$ cat config.mk
export PLATFORM = sky130hd
export DESIGN_NAME = pipelined_cla_adder
export DESIGN_NICKNAME = d
export VERILOG_FILES = /design/src/rtl/cla_pkg.sv /design/src/rtl/cla_group4.sv /design/src/rtl/pipelined_cla_adder.sv
export SDC_FILE = /design/constraint.sdc
export NUM_CORES = 1
export LEC_CHECK = 0
export ABC_AREA = 1
export BUFFER_PORTS_ARGS = -buffer_cell sky130_fd_sc_hd__buf_2
export CAP_MARGIN = 30
export CORE_UTILIZATION = 39
export DETAILED_ROUTE_END_ITERATION = 12
export HOLD_SLACK_MARGIN = 0.03
export PLACE_DENSITY = 0.65
export SLEW_MARGIN = 30
export SYNTH_ARGS = -nofsm -noshare
export SYNTH_HDL_FRONTEND = slang
export SYNTH_HIERARCHICAL = 1
export SYNTH_SLANG_ARGS = --single-unit
$ cat constraint.sdc
create_clock -name clk -period 2.3 [get_ports clk]
set_input_delay 0.115 -clock clk [delete_from_list [all_inputs] [get_ports clk]]
set_output_delay 0.115 -clock clk [all_outputs]
set_load 0.05 [all_outputs]
$ cat src/rtl/cla_pkg.sv
// Shared definitions for the pipelined carry-lookahead adder.
//   GROUP_W    : width of one lookahead group (4 bits)
//   op_e       : operation select (add / subtract)
//   group_pg_t : bitwise propagate/generate plus group propagate/generate
package cla_pkg;

  localparam int GROUP_W = 4;

  typedef enum logic {
    OP_ADD = 1'b0,
    OP_SUB = 1'b1
  } op_e;

  typedef struct packed {
    logic [GROUP_W-1:0] p;
    logic [GROUP_W-1:0] g;
    logic               gp;
    logic               gg;
  } group_pg_t;

endpackage

$ cat src/rtl/cla_group4.sv
// One 4-bit carry-lookahead group.
//   a, b : group operand bits
//   ci   : carry into the group
//   pg   : bitwise p/g and group propagate/generate
//   s    : group sum bits for the given carry-in
module cla_group4
  import cla_pkg::*;
(
  input  logic [GROUP_W-1:0] a,
  input  logic [GROUP_W-1:0] b,
  input  logic               ci,
  output group_pg_t          pg,
  output logic [GROUP_W-1:0] s
);

  logic [GROUP_W-1:0] p;
  logic [GROUP_W-1:0] g;
  logic [GROUP_W-1:0] c;

  assign p = a ^ b;
  assign g = a & b;

  // Flat sum-of-products carries inside the group.
  assign c[0] = ci;
  assign c[1] = g[0] | (p[0] & ci);
  assign c[2] = g[1] | (p[1] & g[0]) | (p[1] & p[0] & ci);
  assign c[3] = g[2] | (p[2] & g[1]) | (p[2] & p[1] & g[0]) | (p[2] & p[1] & p[0] & ci);

  assign pg.p  = p;
  assign pg.g  = g;
  assign pg.gp = &p;
  assign pg.gg = g[3] | (p[3] & g[2]) | (p[3] & p[2] & g[1]) | (p[3] & p[2] & p[1] & g[0]);

  assign s = p ^ c;

endmodule

$ cat src/rtl/pipelined_cla_adder.sv
// Two-stage pipelined carry-lookahead adder/subtractor with valid/ready
// handshaking on both sides.
//   clk, rst_n           : clock (rising edge), asynchronous active-low reset
//   in_valid, in_ready   : operand beat handshake
//   x, y, c_in, sub      : operands, carry-in (add only), subtract select
//   out_valid, out_ready : result beat handshake
//   sum, c_out           : result and carry out of MSB (borrow-not on subtract)
//   overflow, zero       : signed overflow, sum == 0
// OUT_REG=1 registers the result (latency 2); OUT_REG=0 drives the result
// combinationally from the stage-1 registers (latency 1).
module pipelined_cla_adder
  import cla_pkg::*;
#(
  parameter int WIDTH   = 16,
  parameter bit OUT_REG = 1'b1
) (
  input  logic             clk,
  input  logic             rst_n,
  input  logic             in_valid,
  output logic             in_ready,
  input  logic [WIDTH-1:0] x,
  input  logic [WIDTH-1:0] y,
  input  logic             c_in,
  input  logic             sub,
  output logic             out_valid,
  input  logic             out_ready,
  output logic [WIDTH-1:0] sum,
  output logic             c_out,
  output logic             overflow,
  output logic             zero
);

  localparam int NG = WIDTH / GROUP_W;

  if ((WIDTH % GROUP_W) != 0 || WIDTH < 4 || WIDTH > 64) begin : g_bad_width
    $error("pipelined_cla_adder: WIDTH must be a multiple of 4 in 4..64");
  end

  // Second lookahead level: each group carry is a direct sum of products of
  // the group P/G terms and the carry-in, so nothing ripples between groups.
  function automatic logic [NG:0] group_carries(input group_pg_t [NG-1:0] pg,
                                                input logic cin);
    logic [NG:0] c;
    logic        term;
    c = '0;
    for (int k = 0; k <= NG; k++) begin
      term = cin;
      for (int m = 0; m < k; m++) term = term & pg[m].gp;
      c[k] = term;
      for (int j = 0; j < k; j++) begin
        term = pg[j].gg;
        for (int m = j + 1; m < k; m++) term = term & pg[m].gp;
        c[k] = c[k] | term;
      end
    end
    return c;
  endfunction

  // ---- stage 0 -> 1: operand conditioning and group p/g ----
  op_e                op_in;
  logic [WIDTH-1:0]   y_eff;
  group_pg_t [NG-1:0] pg_in;
  logic [WIDTH-1:0]   unused_s1;
  logic               take_in;
  logic               s2_ready;

  assign op_in   = sub ? OP_SUB : OP_ADD;
  assign y_eff   = (op_in == OP_SUB) ? ~y : y;
  assign take_in = in_valid & in_ready;

  for (genvar gi = 0; gi < NG; gi++) begin : g_grp_s1
    cla_group4 u_grp (
      .a  (x[gi*GROUP_W +: GROUP_W]),
      .b  (y_eff[gi*GROUP_W +: GROUP_W]),
      .ci (1'b0),
      .pg (pg_in[gi]),
      .s  (unused_s1[gi*GROUP_W +: GROUP_W])
    );
  end

  group_pg_t [NG-1:0] pg_p1;
  logic               cin_p1;
  op_e                op_p1;
  logic               vld_p1;

  always_ff @(posedge clk or negedge rst_n) begin
    if (!rst_n) vld_p1 <= 1'b0;
    else if (in_ready) vld_p1 <= in_valid;
  end

  // Add-mode carry-in only; the two's-complement +1 is injected from op_p1.
  always_ff @(posedge clk) begin
    if (take_in) begin
      pg_p1  <= pg_in;
      cin_p1 <= c_in & (op_in == OP_ADD);
      op_p1  <= op_in;
    end
  end

  assign in_ready = ~vld_p1 | s2_ready;

  // ---- stage 1 -> 2: carry resolution and result flags ----
  logic [NG:0]        gc;
  logic [WIDTH-1:0]   sum_c;
  group_pg_t [NG-1:0] unused_pg2;
  logic               c_msb;
  logic               c_out_c;
  logic               ovf_c;
  logic               zero_c;

  assign gc = group_carries(pg_p1, cin_p1 | (op_p1 == OP_SUB));

  // a = p|g, b = g reproduces the original per-bit p and g exactly.
  for (genvar gi = 0; gi < NG; gi++) begin : g_grp_s2
    cla_group4 u_grp (
      .a  (pg_p1[gi].p | pg_p1[gi].g),
      .b  (pg_p1[gi].g),
      .ci (gc[gi]),
      .pg (unused_pg2[gi]),
      .s  (sum_c[gi*GROUP_W +: GROUP_W])
    );
  end

  assign c_out_c = gc[NG];
  assign c_msb   = sum_c[WIDTH-1] ^ pg_p1[NG-1].p[GROUP_W-1];
  assign ovf_c   = c_msb ^ c_out_c;
  assign zero_c  = (sum_c == '0);

  if (OUT_REG) begin : g_out_reg
    logic             vld_p2;
    logic [WIDTH-1:0] sum_p2;
    logic             c_out_p2;
    logic             ovf_p2;
    logic             zero_p2;

    assign s2_ready = ~vld_p2 | out_ready;

    always_ff @(posedge clk or negedge rst_n) begin
      if (!rst_n) begin
        vld_p2   <= 1'b0;
        sum_p2   <= '0;
        c_out_p2 <= 1'b0;
        ovf_p2   <= 1'b0;
        zero_p2  <= 1'b0;
      end else if (s2_ready) begin
        vld_p2 <= vld_p1;
        if (vld_p1) begin
          sum_p2   <= sum_c;
          c_out_p2 <= c_out_c;
          ovf_p2   <= ovf_c;
          zero_p2  <= zero_c;
        end
      end
    end

    assign out_valid = vld_p2;
    assign sum       = sum_p2;
    assign c_out     = c_out_p2;
    assign overflow  = ovf_p2;
    assign zero      = zero_p2;
  end else begin : g_out_comb
    // Flags are masked so an empty pipeline (and reset) reads all zeros.
    assign s2_ready  = out_ready;
    assign out_valid = vld_p1;
    assign sum       = vld_p1 ? sum_c : '0;
    assign c_out     = vld_p1 & c_out_c;
    assign overflow  = vld_p1 & ovf_c;
    assign zero      = vld_p1 & zero_c;
  end

endmodule

After elaboration in Yosys (flattened, before gate mapping):

Index checks and enable logic that the tools add are counted.

* equal/unequal tests: 0
* $mul: 0
* add/sub/neg operators: 0
* bitwise logic cells: 147
* magnitude comparators: 0
* shift operators: 0
* multiplexer cells: 2
* reductions and logical operators: 6
* divide/modulo/power cells: 0

Operator list (number)
* $and 1x1->1: 68
* $or 1x1->1: 49
* $xor 4x4->4: 12
* $and 4x4->4: 4
* $logic_not 16->1: 1
* $mux 16: 1
* $not 16->16: 1
* $or 4x4->4: 4
* $reduce_and 4->1: 4
* $and 3x3->3: 4
* $not 1->1: 3
* $reduce_and 2->1: 1
* $xor 1x1->1: 2
* $mux 1: 1

* memory bits (writable): 0
* logic and storage cells: 179
* output and inout port bits: 21
* input bits: 38
* memories kept: 0
* bits in latches: 0
* register bits after elaboration: 63
* memory bits (read-only): 0

Depth between registers and ports, before layout:

* depth in word-level cells: 12
* mapped depth: 13
* depth with buffers taken out: 13

By module:

The synthesis kept the hierarchy.

Modules (own cells, without submodules)
* pipelined_cla_adder: times used 1, seq. area each 1786.7 µm², cells an instance 189, area each 2471.1 µm²
* cla_group4 (g_grp_s1[3].u_grp ...): times used 5, seq. area each 0.0 µm², cells an instance 31, area each 190.2 µm²
* cla_group4 (g_grp_s1[0].u_grp ...): times used 3, seq. area each 0.0 µm², cells an instance 27, area each 175.2 µm²

Worst setup path before layout:

No wires, ideal clock.

* path type: reg2reg
* start point: register g_out_reg.vld_p2 (netlist: out_valid)
* end point: register cin_p1 (enable)
* setup time: 0.396 ns
* data arrival time: 2.079 ns
* period minus slack after synthesis: 2.475 ns
* slack: -0.175 ns
* path buffers: 0
* required time: 1.904 ns
* cell stages (with the launch flop): 4
* cells stage by stage: dfrtp_1 > nand3_1 > nand2_1 > inv_1

* longest elaborated chain between the ends: 4

RTL lines
* start: declaration: line pipelined_cla_adder.sv:130 `logic vld_p2;`
* start signal: assignment: line pipelined_cla_adder.sv:146 `vld_p2 <= vld_p1;`
* $not 1->1: line pipelined_cla_adder.sv:136 `assign s2_ready = ~vld_p2 | out_ready;`
* $or 1x1->1: line pipelined_cla_adder.sv:136
* $or 1x1->1: line pipelined_cla_adder.sv:100 `assign in_ready = ~vld_p1 | s2_ready;`
* via in_ready: line pipelined_cla_adder.sv:20 `output logic in_ready,`
* $and 1x1->1: line pipelined_cla_adder.sv:69 `assign take_in = in_valid & in_ready;`
* via take_in: line pipelined_cla_adder.sv:64 `logic take_in;`
* end signal: assignment: line pipelined_cla_adder.sv:95 `cin_p1 <= c_in & (op_in == OP_ADD);`
* end: declaration: line pipelined_cla_adder.sv:82 `logic cin_p1;`

The timed path passes the listed nets, and every way through them passes these cells.
A chain may end at the register's enable or synchronous reset.

==> impl_results.md <==
- Die height: 97.5 µm
- First-pass GRT wire length: 10300 µm
- Final Hold Vio Count: 0
- Crit start category: flop
- Peak VDD IR: 0.388 mV
- CTS clk-pin slew, worst paths: 0.07 ns
- Synth-to-layout area growth: 16.6%
- Final period util: 0.943
- RSZ-0062 raised after global routing: no
- Drt pass-1 iters: 4
- Synthesis Warnings: 6
- CTS Buf Count: 9
- Setup_tns: 0 ns
- Peak Freq: 0.461 GHz
- CTS tree: done
- # rows: 34
- Initial antenna violation count: 0
- # Post-CTS Setup Buffers: 0
- Diode count: 0
- Relative slew slack: 0.653
- Share of layout cells above drive strength 1: 0.251
- Number of global-route vias before repair: 2360
- Fill cells: between 800 and 900
- Largest net degree at the start of global routing: 43
- Clk sink count: between 60 and 70
- Clock Skew: roughly 0.010 ns
- Setup violations, final: 0
- Leakage: 0.00206 µW
- H-tree levels: 3
- Clock Path Buffers: 2
- GPL Wtd Cong: 0.836
- Total Wirelength: roughly 6000 µm
- Global route overflow: 0
- Starting density of the core: 0.405
- Worst-path fanout max: 4
- CP arrival: 2.42 ns
- PwrDens: about 930 nW/µm²
- Via Count: 2495
- Post-synthesis net count: 430
- Die width: 97.5 µm
- Clk_lat worst skew: 0.33 ns
- Io pins: 59
- Nets: 496
- GRT Util Overall: 0.138
- Port Buf Inserts: 58
- Max-Cap Viols: 0
- HPWL Detailed: 4670 µm
- Worst path required time: 2.55 ns
- Setup CP Type: reg -> reg
- Post-Syn Area: between 3000 and 4000 µm²
- Final core area utilization: 0.473
- CP Capture Type: flop
- Area of the die: 9500 µm²
- Power Total: 3850 µW
- Antenna Nets Post-Route: 0
- Fin. max-slew vios: 0
- Root Buffer Master: clkbuf_8
- Vias/cell: 4.66
- Post-route minimum period: 2.17 ns
- Wire per inst: 11.2 µm
- Hold/Removal Path Class: in -> reg
- Core Box Area: between 8000 and 9000 µm²
- Outcome: completed
- Syn Area/Cell: around 10 µm²
- Detailed Route Iter0 Violations: 78
- Gate Count Post-Synth: 356
- Remaining DRCs: 0
- Measured slew at the worst slew-check pin: 0.520 ns
[path summary, 6_finish.rpt]
kind,start,to,slack (ns),depth (start not counted)
setup / recovery,pg_p1[34],zero,0.13,10
hold / removal,c_in,cin_p1,0.06,3
setup reg to reg,pg_p1[34],zero,0.13,10
hold reg to reg,sum[0],sum[0],0.48,2
max in group asynchronous,rst_n,sum[9],1.71,2
min in group asynchronous,rst_n,sum[0],0.26,2
[where the power goes]
part | total, µW | internal [µW] | switching (µW) | leakage [µW]
clock | 790 | 417 | 373 | 0.0000821
sequential | 1580 | 1460 | 117 | 0.000673
combinational | 1490 | 433 | 1060 | 0.00131
total | 3850 | 2310 | 1550 | 0.00206
[layer usage]
metal	track usage	part of all wire	vias to the layer above
li1	-	-	1295
met1	0.174	0.49	1123
met2	0.216	0.43	61
met3	0.0302	0.040	16
met4	0.0814	0.036	0
met5	0	0	-
[through the flow]
step	worst slack (ns)	hold WS (ns)	instances	cell area, µm²
after global placement	0.125	0.0898	518	3950
after detailed placement	0.0810	0.102	518	3950
after floorplan	0.0294	-0.181	356	3560
after CTS	0.0786	0.0441	535	4120
final	0.132	0.0620	535	4140
after global routing	0.0226	0.0613	535	4140
[flip-flops by register name, indices dropped and copies added, names as in the netlist]
register / cells
c_out: 1
cin_p1: 1
op_p1: 1
out_valid: 1
overflow: 1
pg_p1: 40
sum: 16
vld_p1: 1
zero: 1
[worst max-delay path, cell delays in order (launching register included)]
cell and delay, ns:
edfxtp_1 0.38, or2_2 0.31, ha_1 0.34, or2_0 0.24, nand2_2 0.08, nand2_1 0.04
nand2_1 0.05, nand2_1 0.10, nor4_2 0.30, nand4_1 0.12, o21ai_1 0.13
[cell type report]
type	instances	area (µm²)	share of cell area
Tap cell	108	135	0.0326
Clock buffer	14	153	0.0368
Sequential cell	63	1790	0.431
Timing Repair Buffer	60	308	0.0743
Clock inverter	2	8.76	0.00211
Inverter	41	165	0.0399
Multi-Input combinational cell	247	1590	0.383
[cell usage in the layout (no fill, tap or decap), types with 2 or more instances in the layout]
master    count
a21oi_1       4
buf_2        58
clkbuf_1      4
clkbuf_8     10
dfrtp_1      21
edfxtp_1     42
fa_1          4
ha_1         32
inv_1        38
nand2_1     102
nand2_2      11
nand3_1      15
nand4_1       5
nand4_2       2
nor2_1       10
nor3_1        4
nor4_2        3
o21bai_1      4
or2_0         8
or2_2        16
xnor2_1       5
xor2_1       16
[what timing repair did]
item / 4_1_cts / 5_1_grt
endpoints found under the hold margin: 21 / 0
gates resized for setup: 0 / 3
setup endpoints to repair: 0 / 1
hold buffers: 1 / 0
(Power assumes the default switching activity.)
